File: src/rtl/net_packet_dispatcher.sv
// Network packet front end: ID filter, packet FIFO and a one-entry dispatch
// register that drives the imem, register-file, PC and barrier-mask write ports.
module net_packet_dispatcher #(
    parameter int unsigned ID_WIDTH        = 10,
    parameter int unsigned ADDR_WIDTH      = 14,
    parameter int unsigned DATA_WIDTH      = 32,
    parameter int unsigned FIFO_DEPTH      = 4,
    parameter int unsigned MY_ID           = 0,
    parameter int unsigned IMEM_ADDR_WIDTH = 10,
    parameter int unsigned RD_SIZE         = 5,
    parameter int unsigned MASK_WIDTH      = 3
) (
    input  logic                                            clk,
    input  logic                                            n_reset,
    input  logic                                            pkt_valid_i,
    input  logic [ID_WIDTH+3+6+ADDR_WIDTH+DATA_WIDTH-1:0]   pkt_i,
    output logic                                            pkt_ready_o,
    output logic                                            imem_wen_o,
    input  logic                                            imem_ready_i,
    output logic [IMEM_ADDR_WIDTH-1:0]                      imem_addr_o,
    output logic [15:0]                                     imem_data_o,
    output logic                                            reg_wen_o,
    output logic [RD_SIZE-1:0]                              reg_addr_o,
    output logic [DATA_WIDTH-1:0]                           reg_data_o,
    output logic                                            pc_wen_o,
    output logic [IMEM_ADDR_WIDTH-1:0]                      pc_o,
    output logic                                            bar_wen_o,
    output logic [MASK_WIDTH-1:0]                           bar_mask_o,
    output logic [7:0]                                      drop_count_o,
    output logic                                            op_err_o,
    output logic [$clog2(FIFO_DEPTH):0]                     fifo_count_o
);

    localparam int unsigned PKT_WIDTH = ID_WIDTH + 3 + 6 + ADDR_WIDTH + DATA_WIDTH;
    localparam int unsigned PTR_WIDTH = $clog2(FIFO_DEPTH);
    localparam int unsigned CNT_WIDTH = PTR_WIDTH + 1;
    localparam int unsigned ENT_WIDTH = 3 + ADDR_WIDTH + DATA_WIDTH;

    localparam logic [2:0] OpInstr = 3'd1;
    localparam logic [2:0] OpReg   = 3'd2;
    localparam logic [2:0] OpPc    = 3'd3;
    localparam logic [2:0] OpBar   = 3'd4;

    typedef enum logic [0:0] {DIdle, DIssue} state_e;

    // Packet field decode
    logic [ID_WIDTH-1:0]   w_pkt_id;
    logic [2:0]            w_pkt_op;
    logic [ADDR_WIDTH-1:0] w_pkt_addr;
    logic [DATA_WIDTH-1:0] w_pkt_data;
    logic                  w_id_match;
    logic                  w_op_known;
    logic                  w_accept;
    logic                  w_push;
    logic                  w_bad_op;
    logic                  w_drop;

    assign w_pkt_id   = pkt_i[PKT_WIDTH-1 -: ID_WIDTH];
    assign w_pkt_op   = pkt_i[DATA_WIDTH+ADDR_WIDTH+6 +: 3];
    assign w_pkt_addr = pkt_i[DATA_WIDTH +: ADDR_WIDTH];
    assign w_pkt_data = pkt_i[DATA_WIDTH-1:0];

    assign w_id_match = (w_pkt_id == ID_WIDTH'(MY_ID)) || (w_pkt_id == '1);
    assign w_op_known = (w_pkt_op != 3'd0) && (w_pkt_op <= OpBar);
    assign w_accept   = pkt_valid_i && pkt_ready_o;
    assign w_push     = w_accept && w_id_match && w_op_known;
    assign w_bad_op   = w_accept && w_id_match && (w_pkt_op > OpBar);
    assign w_drop     = w_accept && !w_id_match;

    // Packet FIFO
    logic [ENT_WIDTH-1:0] r_mem [FIFO_DEPTH];
    logic [PTR_WIDTH-1:0] r_wr_ptr;
    logic [PTR_WIDTH-1:0] r_rd_ptr;
    logic [CNT_WIDTH-1:0] r_count;
    logic                 w_empty;
    logic                 w_pop;

    assign w_empty      = (r_count == '0);
    // No full bypass: a same-cycle pop does not open the door for a push.
    assign pkt_ready_o  = (r_count != CNT_WIDTH'(FIFO_DEPTH));
    assign fifo_count_o = r_count;

    always_ff @(posedge clk) begin
        if (w_push) begin
            r_mem[r_wr_ptr] <= {w_pkt_op, w_pkt_addr, w_pkt_data};
        end
    end

    always_ff @(posedge clk or negedge n_reset) begin
        if (!n_reset) begin
            r_wr_ptr <= '0;
            r_rd_ptr <= '0;
            r_count  <= '0;
        end else begin
            if (w_push) begin
                r_wr_ptr <= r_wr_ptr + PTR_WIDTH'(1);
            end
            if (w_pop) begin
                r_rd_ptr <= r_rd_ptr + PTR_WIDTH'(1);
            end
            case ({w_push, w_pop})
                2'b10:   r_count <= r_count + CNT_WIDTH'(1);
                2'b01:   r_count <= r_count - CNT_WIDTH'(1);
                default: r_count <= r_count;
            endcase
        end
    end

    // Drop and error accounting
    logic [7:0] r_drop_count;
    logic       r_op_err;

    always_ff @(posedge clk or negedge n_reset) begin
        if (!n_reset) begin
            r_drop_count <= 8'd0;
            r_op_err     <= 1'b0;
        end else begin
            if (w_drop && (r_drop_count != 8'hFF)) begin
                r_drop_count <= r_drop_count + 8'd1;
            end
            if (w_bad_op) begin
                r_op_err <= 1'b1;
            end
        end
    end

    assign drop_count_o = r_drop_count;
    assign op_err_o     = r_op_err;

    // Dispatch FSM and register
    state_e                r_state;
    state_e                w_state_next;
    logic [2:0]            r_op;
    logic [ADDR_WIDTH-1:0] r_addr;
    logic [DATA_WIDTH-1:0] r_data;
    logic                  w_issue_done;

    always_ff @(posedge clk or negedge n_reset) begin
        if (!n_reset) begin
            r_state <= DIdle;
        end else begin
            r_state <= w_state_next;
        end
    end

    always_comb begin
        w_state_next = r_state;
        w_pop        = 1'b0;
        w_issue_done = 1'b0;
        imem_wen_o   = 1'b0;
        reg_wen_o    = 1'b0;
        pc_wen_o     = 1'b0;
        bar_wen_o    = 1'b0;
        case (r_state)
            DIdle: begin
                if (!w_empty) begin
                    w_pop        = 1'b1;
                    w_state_next = DIssue;
                end
            end
            DIssue: begin
                unique case (r_op)
                    OpInstr: imem_wen_o = 1'b1;
                    OpReg:   reg_wen_o  = 1'b1;
                    OpPc:    pc_wen_o   = 1'b1;
                    OpBar:   bar_wen_o  = 1'b1;
                    default: ;
                endcase
                // Only imem writes can stall; everything else retires in one cycle.
                w_issue_done = (r_op != OpInstr) || imem_ready_i;
                if (w_issue_done) begin
                    w_pop        = !w_empty;
                    w_state_next = w_empty ? DIdle : DIssue;
                end
            end
            default: w_state_next = DIdle;
        endcase
    end

    always_ff @(posedge clk or negedge n_reset) begin
        if (!n_reset) begin
            r_op   <= 3'd0;
            r_addr <= '0;
            r_data <= '0;
        end else if (w_pop) begin
            {r_op, r_addr, r_data} <= r_mem[r_rd_ptr];
        end
    end

    assign imem_addr_o = r_addr[IMEM_ADDR_WIDTH-1:0];
    assign imem_data_o = r_data[15:0];
    assign reg_addr_o  = r_addr[RD_SIZE-1:0];
    assign reg_data_o  = r_data;
    assign pc_o        = r_data[IMEM_ADDR_WIDTH-1:0];
    assign bar_mask_o  = r_data[MASK_WIDTH-1:0];

    // Reserved bits and upper address bits are intentionally ignored.
    logic w_unused;
    assign w_unused = ^{pkt_i[DATA_WIDTH+ADDR_WIDTH +: 6], r_addr};

endmodule

File: config.mk
export PLATFORM = sky130hd
export DESIGN_NAME = net_packet_dispatcher
export DESIGN_NICKNAME = d
export VERILOG_FILES = /design/src/rtl/net_packet_dispatcher.sv
export SDC_FILE = /design/constraint.sdc
export NUM_CORES = 1
export LEC_CHECK = 0
export ABC_AREA = 1
export ABC_CLOCK_PERIOD_IN_PS = 4650
export CORE_MARGIN = 5
export CORE_UTILIZATION = 45
export CTS_CLUSTER_SIZE = 14
export DETAILED_ROUTE_END_ITERATION = 8
export PLACE_DENSITY = 0.72
export SYNTH_ARGS = -nofsm -noshare
export SYNTH_HDL_FRONTEND = slang
export SYNTH_SLANG_ARGS = --single-unit
File: constraint.sdc
create_clock -name clk -period 4.65 [get_ports clk]
set_input_delay 0.93 -clock clk [delete_from_list [all_inputs] [get_ports clk]]
set_output_delay 0.93 -clock clk [all_outputs]
set_load 0.005 [all_outputs]
==> results of run 1 <==
kinds of logic (layout without fill, tap and decap cells):
logic type | Yosys count | after routing | share of synthesized area [%]
muxes | 1 | 1 | 0.1151
xor gates and xnor gates | 6 | 6 | 0.5371
AOI/OAI and AO/OA | 140 | 140 | 7.161
and+or+nand+nor | 363 | 363 | 14.57
DFF | 242 | 242 | 71.10
buffers and inverters | 98 | 230 | 5.422
adders and majority gates | 8 | 8 | 1.100
worst paths after layout:
kind	slack [ps]	from	end	depth (start not counted)
setup / recovery	1390	pkt_i[53]	fifo_count_o[2]	9
hold / removal	470	op_err_o	op_err_o	2
setup reg to reg	1870	fifo_count_o[0]	fifo_count_o[2]	10
hold reg to reg	470	op_err_o	op_err_o	2
max in group asynchronous	3500	n_reset	r_rd_ptr[1]	1
min in group asynchronous	540	n_reset	drop_count_o[0]	1
final cells by class:
type / count / area share [%]
clock buffers: 34 / 5.893
clock inverters: 11 / 1.486
inverters: 25 / 0.7687
multi-input cells: 518 / 19.06
flip-flops and latches: 242 / 57.00
well taps: 280 / 2.870
repair buffers: 160 / 12.91
tightest hold or removal path: stages, from the launching register on:
cell and delay (ps):
dfrtp_1 340, inv_1 40, nand2_1 50
stage by stage:
stage	area [µm²]	hold WS, ps	cells	worst slack, ps
detailed placement	11310	459.7	1225	853.4
global route	12210	502.5	1270	1226
global placement	11310	446.7	1225	919.1
CTS	12210	473.6	1270	1391
floorplan	9784	457.0	858	566.8
finish	12210	468.6	1270	1390
power groups by stage:
stage	Combinational, mW	Clock, mW	Sequential [mW]
after detailed placement	2.46	0	2.93
after global routing	2.75	2.27	2.94
after CTS	2.48	2.18	2.89
after global placement	2.40	0	2.92
final	2.42	2.14	2.89
after floorplan	1.53	0	2.84
synth_stat cells (all sizes together), types with 2 or more instances:
| cell type | n |
|---|---|
| edfxtp | 180 |
| nand2 | 176 |
| nor2 | 162 |
| o21ai | 139 |
| dfrtp | 62 |
| buf | 55 |
| inv | 25 |
| clkbuf | 18 |
| nand4 | 11 |
| nand3 | 10 |
| ha | 7 |
| xor2 | 4 |
| nor4 | 2 |
| xnor2 | 2 |
state kept, by name (all words and copies together), names as in the netlist:
register	flops
reg_data_o	32
drop_count_o	8
r_state	1
r_addr	10
r_mem	180
r_wr_ptr	2
op_err_o	1
fifo_count_o	3
r_op	3
r_rd_ptr	2
per-layer routing:
metal	routed length (µm)	part of all wire (%)
met1	8044	40
met2	10630	53
met3	1067	5.3
met4	444	2.2
met5	7	0.035
==> impl_metrics.yaml, run 1 <==
status:
  outcome: "finished clean"
setup_path:
  slowest_stage: "clkdlybuf4s50_1"
  setup.worst_path.start_class: "primary input"
  cp_data_arrival_time_ps: 3640
  crit_top_cell: "ha_1"
  critPathRequiredTime_ps: 5030
  critPathCaptureType: "register"
  path_cells: "clkdlybuf4s50_1 -> or2_2 -> ha_1 -> nand3_1 -> ha_1 -> fa_1 -> a21oi_1 -> o21ai_0 -> xor2_1"
  path_buf_inv: 1
  worstSetupPathType: "in2reg"
  path_delay_family: "adder cells"
  crit_path_max_incr_delay_ps: 470
  crit_fanout: 7
timing:
  period_share_pct: 70.11
  setup_tns_ps: 0
  max-slew-margin-rel_pct: 23.33
  fin_worst_skew_ps: 10.55
  rsz0062_at_grt: "false"
  slew_violations: 0
  hold_viol_final: 0
  fmaxAchievable_ghz: 0.3067
  period_needed_ps: 3260
  worst_pin_slew_ps: 1150
  finalSetupViolCount: 0
detailed_routing:
  drt_iter0_drc: 326
  routed_wirelength_um: 20200
  drt-vias-per-instance: 5.032
  drtAntennaViolNets: 0
  wl_per_cell_um: 15.90
  num_vias: 6391
  first_pass_iters: 4
  drc_errors: 0
clock_network:
  htreeDepth: 1
  post-cts-setup-buffers: 0
  clock_path_buffers: 3
  cts_tree: "yes"
  cts_resized: 0
  insertion_delay_ps: 510
  clock-root-buffer: "clkbuf_16"
  path_clk_slew_ps: 60
  numCtsBuffers: 25
  hold_buffers: 0
  cts.sinks: 242
floorplan:
  initial_utilization_pct: 45.25
  fp.dieW_um: 157.5
  core_um2: 21620
  die_h_um: 157.5
  io_pins: 162
  die_area_um2: 24790
  rows: 54
pwr:
  peakVddDrop_uv: 399.5
  power.net_switching_mw: 2.310
  p_leak_nw: 4.617
  comb_power_share_pct: 32.5
  switching_share_pct: 31.04
  power_mw: 7.442
  seqPwrFrac_pct: 38.8
  cell_internal_pwr_mw: 5.133
  clkPwrFrac_pct: 28.7
  p_per_area_nw_per_um2: 609.6
finish:
  drive_gt1_share_pct: 6.465
  fin_util_pct: 56.46
  antennaDiodeCount: 0
  synthToLayoutAreaGrowth_pct: 24.77
  multi_input_area_um2: 2327
  final-seq-area_um2: 6959
  fin_nets: 1049
  fillers: 1797
  final_common_cell: "edfxtp_1"
  final_cell_mix: "edfxtp_1 (180), nand2_1 (175), nor2_1 (157)"
logic_synthesis:
  yosysSeqAreaShare_pct: 71.10
  synth_area_leader_cell: "edfxtp_1"
  ys.warnings.count: 0
  yosys.area.top_type_share_pct: 55.24
  synthDistinctLibCells: 27
  synth-seq-cells: 242
  syn_area_um2: 9784
  ys_async_sr_fraction_pct: 25.62
  synth_area_per_cell_um2: 11.40
  synthCells: 858
  syn_nets: 935
  synth_enable_flop_cells: 180
  synth_area_leaders: "edfxtp_1 (55%), dfrtp_1 (16%), nand2_1 (6.7%)"
  synth-main-ff-cell: "edfxtp_1"
grt:
  grt_max_degree: 92
  gr-max-usage-layer: "met2"
  overflow: 0
  grt_pass1_vias: 6394
  grtUsageTotal_pct: 16.33
  met3_usage_pct: 3.134
  gr-usage-met1_pct: 19.59
  antenna_found_initial: 1
  met2_usage_pct: 29.80
  grt_pass1_wl_um: 32310
flow_run:
  maxCapViolations: 0
place:
  dp_hpwl_um: 11480
  gp_congestion: 0.7623
  io_buffers: 151
worst_hold_path:
  hold_path_class: "reg2reg"
(Power assumes the default switching activity.)
==> inputs of run 2 (changes only) <==
ABC_CLOCK_PERIOD_IN_PS = 3100   (was 4650)
clock period = 3.1 ns   (was 4.65 ns; I/O delays follow)
==> impl_metrics.yaml, run 2 (synthesis results as in run 1) <==
status:
  outcome: "finished clean"
clock_network:
  post-cts-setup-buffers: 0
  cts.sinks: 242
  insertion_delay_ps: 510
  cts_resized: 0
  numCtsBuffers: 25
  clock-root-buffer: "clkbuf_16"
  hold_buffers: 0
  clock_path_buffers: 3
  htreeDepth: 1
  cts_tree: "yes"
  path_clk_slew_ps: 60
grt:
  antenna_found_initial: 1
  grtUsageTotal_pct: 16.36
  grt_pass1_wl_um: 32440
  grt_max_degree: 92
  grt_pass1_vias: 6444
  overflow: 0
setup_path:
  rr_startpoint: "fifo_count_o[0]"
  setup.worst_path.start_class: "primary input"
  worstSetupPathType: "in2reg"
  critPathCaptureType: "register"
  worstRegToRegCells: 10
  critPathRequiredTime_ps: 3480
  r2r_end: "fifo_count_o[2]"
  cp_data_arrival_time_ps: 2840
  r2r_slack_ps: 1100
  crit_fanout: 3
timing:
  setup_tns_ps: 0
  worst_pin_slew_ps: 915.7
  layout_setup_ws_ps: 644.3
  rsz0062_at_grt: "false"
  max-slew-margin-rel_pct: 38.96
  period_share_pct: 79.22
  finalSetupViolCount: 0
  period_needed_ps: 2456
  slew_violations: 0
  fmaxAchievable_ghz: 0.4072
  fin_worst_skew_ps: 14.21
  hold_viol_final: 0
detailed_routing:
  wl_per_cell_um: 15.82
  first_pass_iters: 6
  drtAntennaViolNets: 0
  num_vias: 6334
  drt-vias-per-instance: 4.948
  routed_wirelength_um: 20260
  drt_iter0_drc: 287
  drc_errors: 0
pwr:
  p_leak_nw: 4.614
  p_per_area_nw_per_um2: 886.0
  peakVddDrop_uv: 467.4
  power_mw: 10.84
floorplan:
  core_um2: 21620
  io_pins: 162
  rows: 54
  fp.dieW_um: 157.5
  die_h_um: 157.5
  die_area_um2: 24790
  initial_utilization_pct: 45.25
finish:
  stdcell_count: 1280
  final-seq-area_um2: 6959
  largest_register: "r_mem"
  fillers: 1773
  drive_gt1_share_pct: 6.807
  final_common_cell: "edfxtp_1"
  largest_reg_flops: 180
  final_cell_mix: "edfxtp_1 (180), nand2_1 (175), nor2_1 (157)"
  multi_input_area_um2: 2327
  synthToLayoutAreaGrowth_pct: 25.08
  fin_util_pct: 56.60
  fin_nets: 1058
flow_run:
  maxCapViolations: 0
place:
  gp_congestion: 0.7879
  dp_hpwl_um: 11910
  dp_cells: 1234
  io_buffers: 151
  place_ws_ps: 133.4
worst_hold_path:
  hold_path_class: "in2async"
-- run 2: cell types whose count changed in the layout (fill, tap and decap cells not counted) --
cell        delta
buf_12         +6
buf_4          +3
bufinv_16      -3
clkbuf_1       +5
clkbuf_8       -4
clkinv_2       +1
clkinvlp_4     +2
diode_2        +1
inv_6          -1
-- run 2: per-layer routing --
layer | part of all wire, % | vias up | track usage, %
met4 | 1.8 | 2 | 4.834
met1 | 41 | 3031 | 20.41
met3 | 5.5 | 31 | 3.244
li1 | - | 3124 | -
met2 | 52 | 146 | 28.98
met5 | 0.064 | - | 0
-- run 2: area by class of cell --
type / count / share of cell area (%)
antenna: 1 / 0.02045
clock buffer: 35 / 5.582
clock inverter: 10 / 0.8384
inverter: 25 / 0.7668
multi-input combinational: 518 / 19.02
sequential: 242 / 56.87
tap: 280 / 2.863
timing repair buffer: 169 / 14.05
-- run 2: metrics by stage --
stage / cell area [µm²] / hold WS (ps)
after floorplan: 9784 / 324.4
after global placement: 11450 / 462.6
after detailed placement: 11450 / 464.4
after CTS: 12240 / 255.9
after global routing: 12240 / 314.0
final: 12240 / 223.8
-- run 2: how the worst max path moves through the flow --
stage,from,endpoint,slack (ps),cells past startpoint
floorplan,pkt_i[53],r_mem[0][0],-670,4
global placement,pkt_i[52],fifo_count_o[2],190,9
detailed placement,pkt_i[52],fifo_count_o[2],130,9
CTS,r_op[1],bar_wen_o,660,2
global route,pkt_i[52],fifo_count_o[2],540,9
finish,pkt_i[52],fifo_count_o[2],640,9
-- run 2: where the power goes --
part	total (mW)	switching, mW	internal, mW	leakage [nW]
clock	2.86	1.16	1.70	0.379
combinational	3.76	1.96	1.80	1.87
sequential	4.22	0.324	3.90	2.36
-- run 2: critical path: stages --
cell,delay [ps]
clkdlybuf4s50_1,450
or2_2,290
ha_1,310
nand3_1,110
ha_1,250
fa_1,380
a21oi_1,150
o21ai_0,110
xor2_1,150
